==> config.mk <==
export PLATFORM = sky130hd
export DESIGN_NAME = hazard_forward_unit
export DESIGN_NICKNAME = d
export VERILOG_FILES = /design/src/rtl/hazard_forward_unit_pkg.sv /design/src/rtl/hazard_forward_unit_fwd_select.sv /design/src/rtl/hazard_forward_unit.sv
export SDC_FILE = /design/constraint.sdc
export NUM_CORES = 1
export LEC_CHECK = 0
export ABC_CLOCK_PERIOD_IN_PS = 4800
export CAP_MARGIN = 5
export CORE_ASPECT_RATIO = 1.1
export CORE_MARGIN = 2
export CORE_UTILIZATION = 25
export CTS_BUF_LIST = sky130_fd_sc_hd__clkbuf_4
export DETAILED_ROUTE_END_ITERATION = 7
export GPL_TIMING_DRIVEN = 1
export PLACE_DENSITY_LB_ADDON = 0.25
export SYNTH_ARGS = -nofsm -noshare
export SYNTH_HDL_FRONTEND = slang
export SYNTH_SLANG_ARGS = --single-unit
==> constraint.sdc <==
create_clock -name clk -period 4.8 [get_ports clk]
set_input_delay 0.72 -clock clk [delete_from_list [all_inputs] [get_ports clk]]
set_output_delay 0.72 -clock clk [all_outputs]
set_load 0.05 [all_outputs]
==> src/rtl/hazard_forward_unit_pkg.sv <==
// Shared definitions for the hazard/forwarding unit.
//   REG_AW_DEFAULT   default register address width
//   FWD_*            {control1, control2} encodings of the EX operand muxes
//   pipe_slot_t      in-flight instruction record at the default width
package hazard_forward_unit_pkg;

   localparam int REG_AW_DEFAULT = 6;

   // {c1,c2}: 00 regfile, 10 EX/MEM result, x1 MEM/WB result
   localparam logic [1:0] FWD_REGFILE = 2'b00;
   localparam logic [1:0] FWD_EXMEM   = 2'b10;
   localparam logic [1:0] FWD_MEMWB   = 2'b01;

   typedef struct packed {
      logic                      valid;
      logic [REG_AW_DEFAULT-1:0] rd;
      logic                      wr;
      logic                      load;
   } pipe_slot_t;

endpackage

==> src/rtl/hazard_forward_unit_fwd_select.sv <==
// Forwarding select for one EX operand mux (purely combinational).
//   src, used          source register of the instruction in ID, and whether it is read
//   ex_live/rd/load    youngest in-flight producer (instruction currently in EX)
//   mem_live/rd        older in-flight producer (instruction currently in MEM)
//   sel                {control1, control2} to be registered for the next cycle
module fwd_select
   import hazard_forward_unit_pkg::*;
#(
   parameter int AW = REG_AW_DEFAULT
) (
   input  logic [AW-1:0] src,
   input  logic          used,
   input  logic          ex_live,
   input  logic [AW-1:0] ex_rd,
   input  logic          ex_load,
   input  logic          mem_live,
   input  logic [AW-1:0] mem_rd,
   output logic [1:0]    sel
);

   logic c1;
   logic c2;

   always_comb begin
      // A load in EX has no result yet on the EX/MEM path; that case is
      // handled by the stall, after which the load is seen from MEM.
      c1  = used & ex_live & (ex_rd == src) & ~ex_load;
      // The younger producer wins, so MEM only forwards when EX does not.
      c2  = used & mem_live & (mem_rd == src) & ~c1;
      sel = FWD_REGFILE;
      if (c1) begin
         sel = FWD_EXMEM;
      end else if (c2) begin
         sel = FWD_MEMWB;
      end
   end

endmodule

==> src/rtl/hazard_forward_unit.sv <==
// Hazard detection and operand forwarding control between decode and EX.
// Tracks the destinations of the instructions in EX and MEM, stalls ID on a
// load-use hazard, and registers the operand mux selects so they are valid
// during the cycle the consuming instruction sits in EX.
//   clk, rst_n                      clock, asynchronous active-low reset
//   id_valid                        ID holds a real instruction
//   id_rs/id_rt, id_rs_used/rt_used source addresses and read enables
//   id_rd, id_wr_en, id_is_load     destination, write enable, load flag
//   flush                           squash the ID instruction
//   stall                           hold PC and IF/ID (combinational)
//   a_ctrl1/2, b_ctrl1/2            registered operand mux selects
//   stall_cnt                       saturating count of load-use stall cycles
module hazard_forward_unit
   import hazard_forward_unit_pkg::*;
#(
   parameter int REG_AW   = REG_AW_DEFAULT,
   parameter bit ZERO_REG = 1'b1,
   parameter int CNT_W    = 16
) (
   input  logic              clk,
   input  logic              rst_n,
   input  logic              id_valid,
   input  logic [REG_AW-1:0] id_rs,
   input  logic [REG_AW-1:0] id_rt,
   input  logic              id_rs_used,
   input  logic              id_rt_used,
   input  logic [REG_AW-1:0] id_rd,
   input  logic              id_wr_en,
   input  logic              id_is_load,
   input  logic              flush,
   output logic              stall,
   output logic              a_ctrl1,
   output logic              a_ctrl2,
   output logic              b_ctrl1,
   output logic              b_ctrl2,
   output logic [CNT_W-1:0]  stall_cnt
);

   // Same layout as pipe_slot_t, sized by this instance's REG_AW.
   typedef struct packed {
      logic              valid;
      logic [REG_AW-1:0] rd;
      logic              wr;
      logic              load;
   } slot_t;

   slot_t      ex_q;
   slot_t      mem_q;
   slot_t      ex_d;
   logic       ex_live;
   logic       mem_live;
   logic       hazard;
   logic       issue;
   logic [1:0] a_sel;
   logic [1:0] b_sel;
   logic [1:0] a_q;
   logic [1:0] b_q;

   // A slot only produces a forwardable value if it really writes a register
   // other than the hard-wired zero register.
   always_comb begin
      ex_live  = ex_q.valid  & ex_q.wr  & ~(ZERO_REG && (ex_q.rd  == '0));
      mem_live = mem_q.valid & mem_q.wr & ~(ZERO_REG && (mem_q.rd == '0));
   end

   always_comb begin
      hazard = ex_live & ex_q.load &
               ((id_rs_used & (id_rs == ex_q.rd)) | (id_rt_used & (id_rt == ex_q.rd)));
      // A flushed instruction never consumes anything, so it never stalls.
      stall  = id_valid & ~flush & hazard;
      issue  = id_valid & ~flush & ~stall;

      ex_d = '0;
      if (issue) begin
         ex_d.valid = 1'b1;
         ex_d.rd    = id_rd;
         ex_d.wr    = id_wr_en;
         ex_d.load  = id_is_load;
      end
   end

   fwd_select #(.AW(REG_AW)) u_sel_a (
      .src      (id_rs),
      .used     (id_rs_used),
      .ex_live  (ex_live),
      .ex_rd    (ex_q.rd),
      .ex_load  (ex_q.load),
      .mem_live (mem_live),
      .mem_rd   (mem_q.rd),
      .sel      (a_sel)
   );

   fwd_select #(.AW(REG_AW)) u_sel_b (
      .src      (id_rt),
      .used     (id_rt_used),
      .ex_live  (ex_live),
      .ex_rd    (ex_q.rd),
      .ex_load  (ex_q.load),
      .mem_live (mem_live),
      .mem_rd   (mem_q.rd),
      .sel      (b_sel)
   );

   // The selects are computed against the current EX/MEM slots; after this
   // edge the current EX instruction is the one whose result sits on EX/MEM
   // and the current MEM instruction sits on MEM/WB, matching the mux inputs.
   always_ff @(posedge clk or negedge rst_n) begin
      if (!rst_n) begin
         ex_q  <= '0;
         mem_q <= '0;
         a_q   <= FWD_REGFILE;
         b_q   <= FWD_REGFILE;
      end else begin
         mem_q <= ex_q;
         ex_q  <= ex_d;
         a_q   <= issue ? a_sel : FWD_REGFILE;
         b_q   <= issue ? b_sel : FWD_REGFILE;
      end
   end

   always_ff @(posedge clk or negedge rst_n) begin
      if (!rst_n) begin
         stall_cnt <= '0;
      end else if (stall && (stall_cnt != {CNT_W{1'b1}})) begin
         stall_cnt <= stall_cnt + 1'b1;
      end
   end

   assign a_ctrl1 = a_q[1];
   assign a_ctrl2 = a_q[0];
   assign b_ctrl1 = b_q[1];
   assign b_ctrl2 = b_q[0];

endmodule

Yosys cells after proc, flatten, opt, wreduce, memory -nomap -nowiden --
Cells that the tools add are included.
Word-level totals: flip-flop bits (word level) 37, word-level logic and storage cells 59, output and inout port bits 21
Cells by class: add/sub/neg operators 1, muxes and demuxes 7, equal/unequal tests 7, bitwise logic cells 31, reduce and logical (&&, ||, !) cells 3
Operators by type and width (count):
- 6-bit == test | 6
- 1-bit bitwise AND | 23
- 16-bit by 1-bit adder with 16-bit output, second input constant | 1
- 16-bit != test, second input constant | 1
- 6-bit zero test | 2
- 9-bit two-way mux | 1
- 2-bit two-way mux | 4
- 1-bit inverter | 7
- 1-bit two-way mux | 2
- 1-bit logical AND | 1
- 1-bit bitwise OR | 1

Logic depth before layout (Yosys ltp) --
word-level depth 11, gate-level depth with buffers 8, depth with buffers taken out 7

Cells and area by module --
Synthesis repeated with hierarchy kept, for this count alone.
Unflattened totals: cells, all modules 178, area total of the unflattened synthesis 1915.6 µm²
By module, submodules not included:
- hazard_forward_unit | times used 1, cells an instance 136, area an instance 1597.8 µm², sequential area each 925.9 µm²
- fwd_select | times used 2, cells an instance 21, area an instance 158.9 µm², sequential area each 0.0 µm²

Worst setup path before layout --
OpenSTA, ideal clock, no wires.
path kind input to output, from input id_valid, to output stall, arrival time 2.054 ns, cell stages on the path 4, path buffers 0, path slack 2.026 ns, cell sequence nor2b_1 > nand4_1 > or2_2 > nor2_1
Between the ends: word-level cells in the longest chain between the ends 2
RTL lines:
- from (decl) | line hazard_forward_unit.sv:22 | input logic id_valid,
- 1-bit bitwise AND (2 in series) | line hazard_forward_unit.sv:70 | stall = id_valid & ~flush & hazard;
- to (decl) | line hazard_forward_unit.sv:31 | output logic stall,
Every way passes these cells.

Final worst setup path --
Same ends and word-level chain as after synthesis.

==> reports/metrics.csv <==
metric,value,unit
final_layout_size_suffix_gt1_frac,0.1053,
synth_edf_count,0,
rows,32,
wl,3.826,mm
relSlewSlack,0.4453,
top_usage_layer,met2,
portBuffers,46,
clock_sinks,37,
wl_per_cell,13.01,um
die_y,92.95,um
min_period,3.634,ns
synth-seq-area-share,0.5150,
yosys-top-cells-area,"dfrtp_1, xor2_1, xnor2_1, nor4_1, nand3_1",
drcViolationCount,0,
firstDrtPassIters,4,
clk_pin_slew,0.10,ns
p_leak,1.027,nW
final_cells,294,
synth-seq-cells,37,
gp_congestion,0.7880,
finalMaxSlewViolations,0,
cp-start-kind,primary input,
fin_crit_sh,0.7571,
whs,0.4485,ns
synth_cells,157,
grt.total_usage,0.1068,
synth_top_area_cell,dfrtp_1,
grt_pass1_wl,6.492,mm
rsz0062_at_grt,false,
use_met2,0.1785,
numCtsBuffers,5,
synthToLayoutAreaGrowth,33.33,%
worstPathArrival,2.91,ns
cts-root-buf,clkbuf_4,
cts_tree,done,
crit_required,4.08,ns
p_clk_frac,0.287,
hold_depth,0,
layout.nets,236,
postRouteAntennaNets,0,
place.detailed.hpwl,2.959,mm
finalSetupViolCount,0,
worstMarginPinSlew,0.8321,ns
yosysMostFrequentCell,dfrtp_1,
met1_usage,0.1345,
synth_top_area_share,0.5150,
finish.instance_area,2397,um2
hp-class,reg2reg,
async_reset_ff_frac,1.000,
timing.max_cap.violations,0,
overflow,0,
core,7007,um2
io_pins,47,
dp.cells,287,
ys_warn_count,0,
final-hold-violation-count,0,
syn_area_per_cell,11.45,um2
drt-vias-per-instance,4.408,
combPwrFrac,0.109,
critical_path_class,in2out,
dieWidth,84.86,um
cts_repair_resize_count,0,
skew,0.006704,ns
post_cts_buffers,0,
ff2ff_path_depth,5,
clk_latency,0.33,ns
holdBufCountCts,0,
dpl_cell_area,2349,um2
ir_drop,0.00008612,V
p_sw,0.0001279,W
cts.path.max_buffers,2,
diodes,0,
endpoint_kind,primary output,
path_max_fanout,3,
synthTopCellsByCount,"dfrtp_1, xor2_1, xnor2_1",
grt_max_degree,38,
maxClockFrequency,0.2752,GHz
syn_nets,184,
synthDistinctLibCells,28,
met3_usage,0.02139,
grt_pass1_vias,1264,
internal_power,0.0004083,W
fillers,720,
initial_core_util,0.2566,
antenna_found_initial,0,
fin_tns_setup,0,ns
vias,1296,
synth_flop_cell,dfrtp_1,
dieArea,7887,um2
h-tree-depth,2,
drt_iter0_markers,95,
netlist_area,1798,um2
status,"finished, final reports clean",
p_per_area,223.7,nW/um2
switching_share,0.2386,
p_seq_frac,0.605,
-- through the flow --
step,power (W),utilization,setup slack [ns]
after floorplan,0.0003548,-,2.026
after global placement,0.0003897,0.3352,1.132
after detailed placement,0.0003902,0.3352,1.145
after CTS,0.0005487,0.3421,1.122
after global routing,0.0005670,0.3421,1.029
final,0.0005362,0.3421,1.166
-- worst paths after layout --
path                           from       endpoint  slack [ns]
max                        id_valid          stall        1.17
min                         ex_q[1]       mem_q[1]        0.45
max reg2reg                 ex_q[4]   stall_cnt[1]        2.74
min reg2reg                 ex_q[1]       mem_q[1]        0.45
max in group asynchronous     rst_n       mem_q[5]        3.80
min in group asynchronous     rst_n  stall_cnt[10]        0.47
-- power groups by stage --
stage | sequential (W) | combinational, W | clock [W]
2_1_floorplan | 0.000329 | 0.0000262 | 0
3_3_place_gp | 0.000331 | 0.0000591 | 0
3_5_place_dp | 0.000331 | 0.0000597 | 0
4_1_cts | 0.000324 | 0.0000601 | 0.000164
5_1_grt | 0.000325 | 0.0000645 | 0.000177
6_report | 0.000324 | 0.0000583 | 0.000154
-- metal layers --
metal,part of all wire,wire length (um)
met1,0.44,1683
met2,0.51,1945
met3,0.032,122
met4,0.020,76
met5,0,0
-- kinds of logic after synthesis --
| kind of cell | synth area share |
|---|---|
| AOI/OAI and AO/OA | 0.02227 |
| xor gates and xnor gates | 0.1802 |
| adders and majority gates | 0.006958 |
| buffers and inverters | 0.01461 |
| DFF | 0.5150 |
| muxes | 0.02087 |
| and+or+nand+nor | 0.2401 |
-- worst max-delay path, cell delays in order --
cell and delay [ns]:
clkdlybuf4s50_1 0.44, nor2b_1 0.31, nand4_1 0.17, or2_2 0.32, nor2_1 0.13, clkdlybuf4s50_1 0.82
-- state kept, by name, summed over array words and instances, names as in the netlist --
name and flops:
stall_cnt 16, mem_q 8, b_q 2, a_q 2
ex_q 9
-- layout by cell type (no fill, tap or decap), types with 2 or more instances in the layout --
cell type / instances
clkbuf_4: 6
inv_1: 3
dfrtp_1: 37
nand4_1: 8
nor2_1: 10
nor3_2: 2
nor4_4: 2
and2_1: 8
xnor2_1: 14
or2_2: 2
xor2_1: 23
nand3_1: 11
mux2_2: 2
clkdlybuf4s50_1: 45
nand2_1: 9
nor4_1: 9
nor3_1: 4
-- area by class of cell --
cell class / count / area [um2] / area share
multi-input combinational: 115 / 845.8 / 0.3528
inverter: 4 / 15.01 / 0.006263
timing repair buffer: 46 / 455.4 / 0.1900
clock buffer: 6 / 45.04 / 0.01879
sequential: 37 / 925.9 / 0.3862
clock inverter: 1 / 3.754 / 0.001566
tap: 85 / 106.4 / 0.04436
Power figures use the tool's default switching activity.
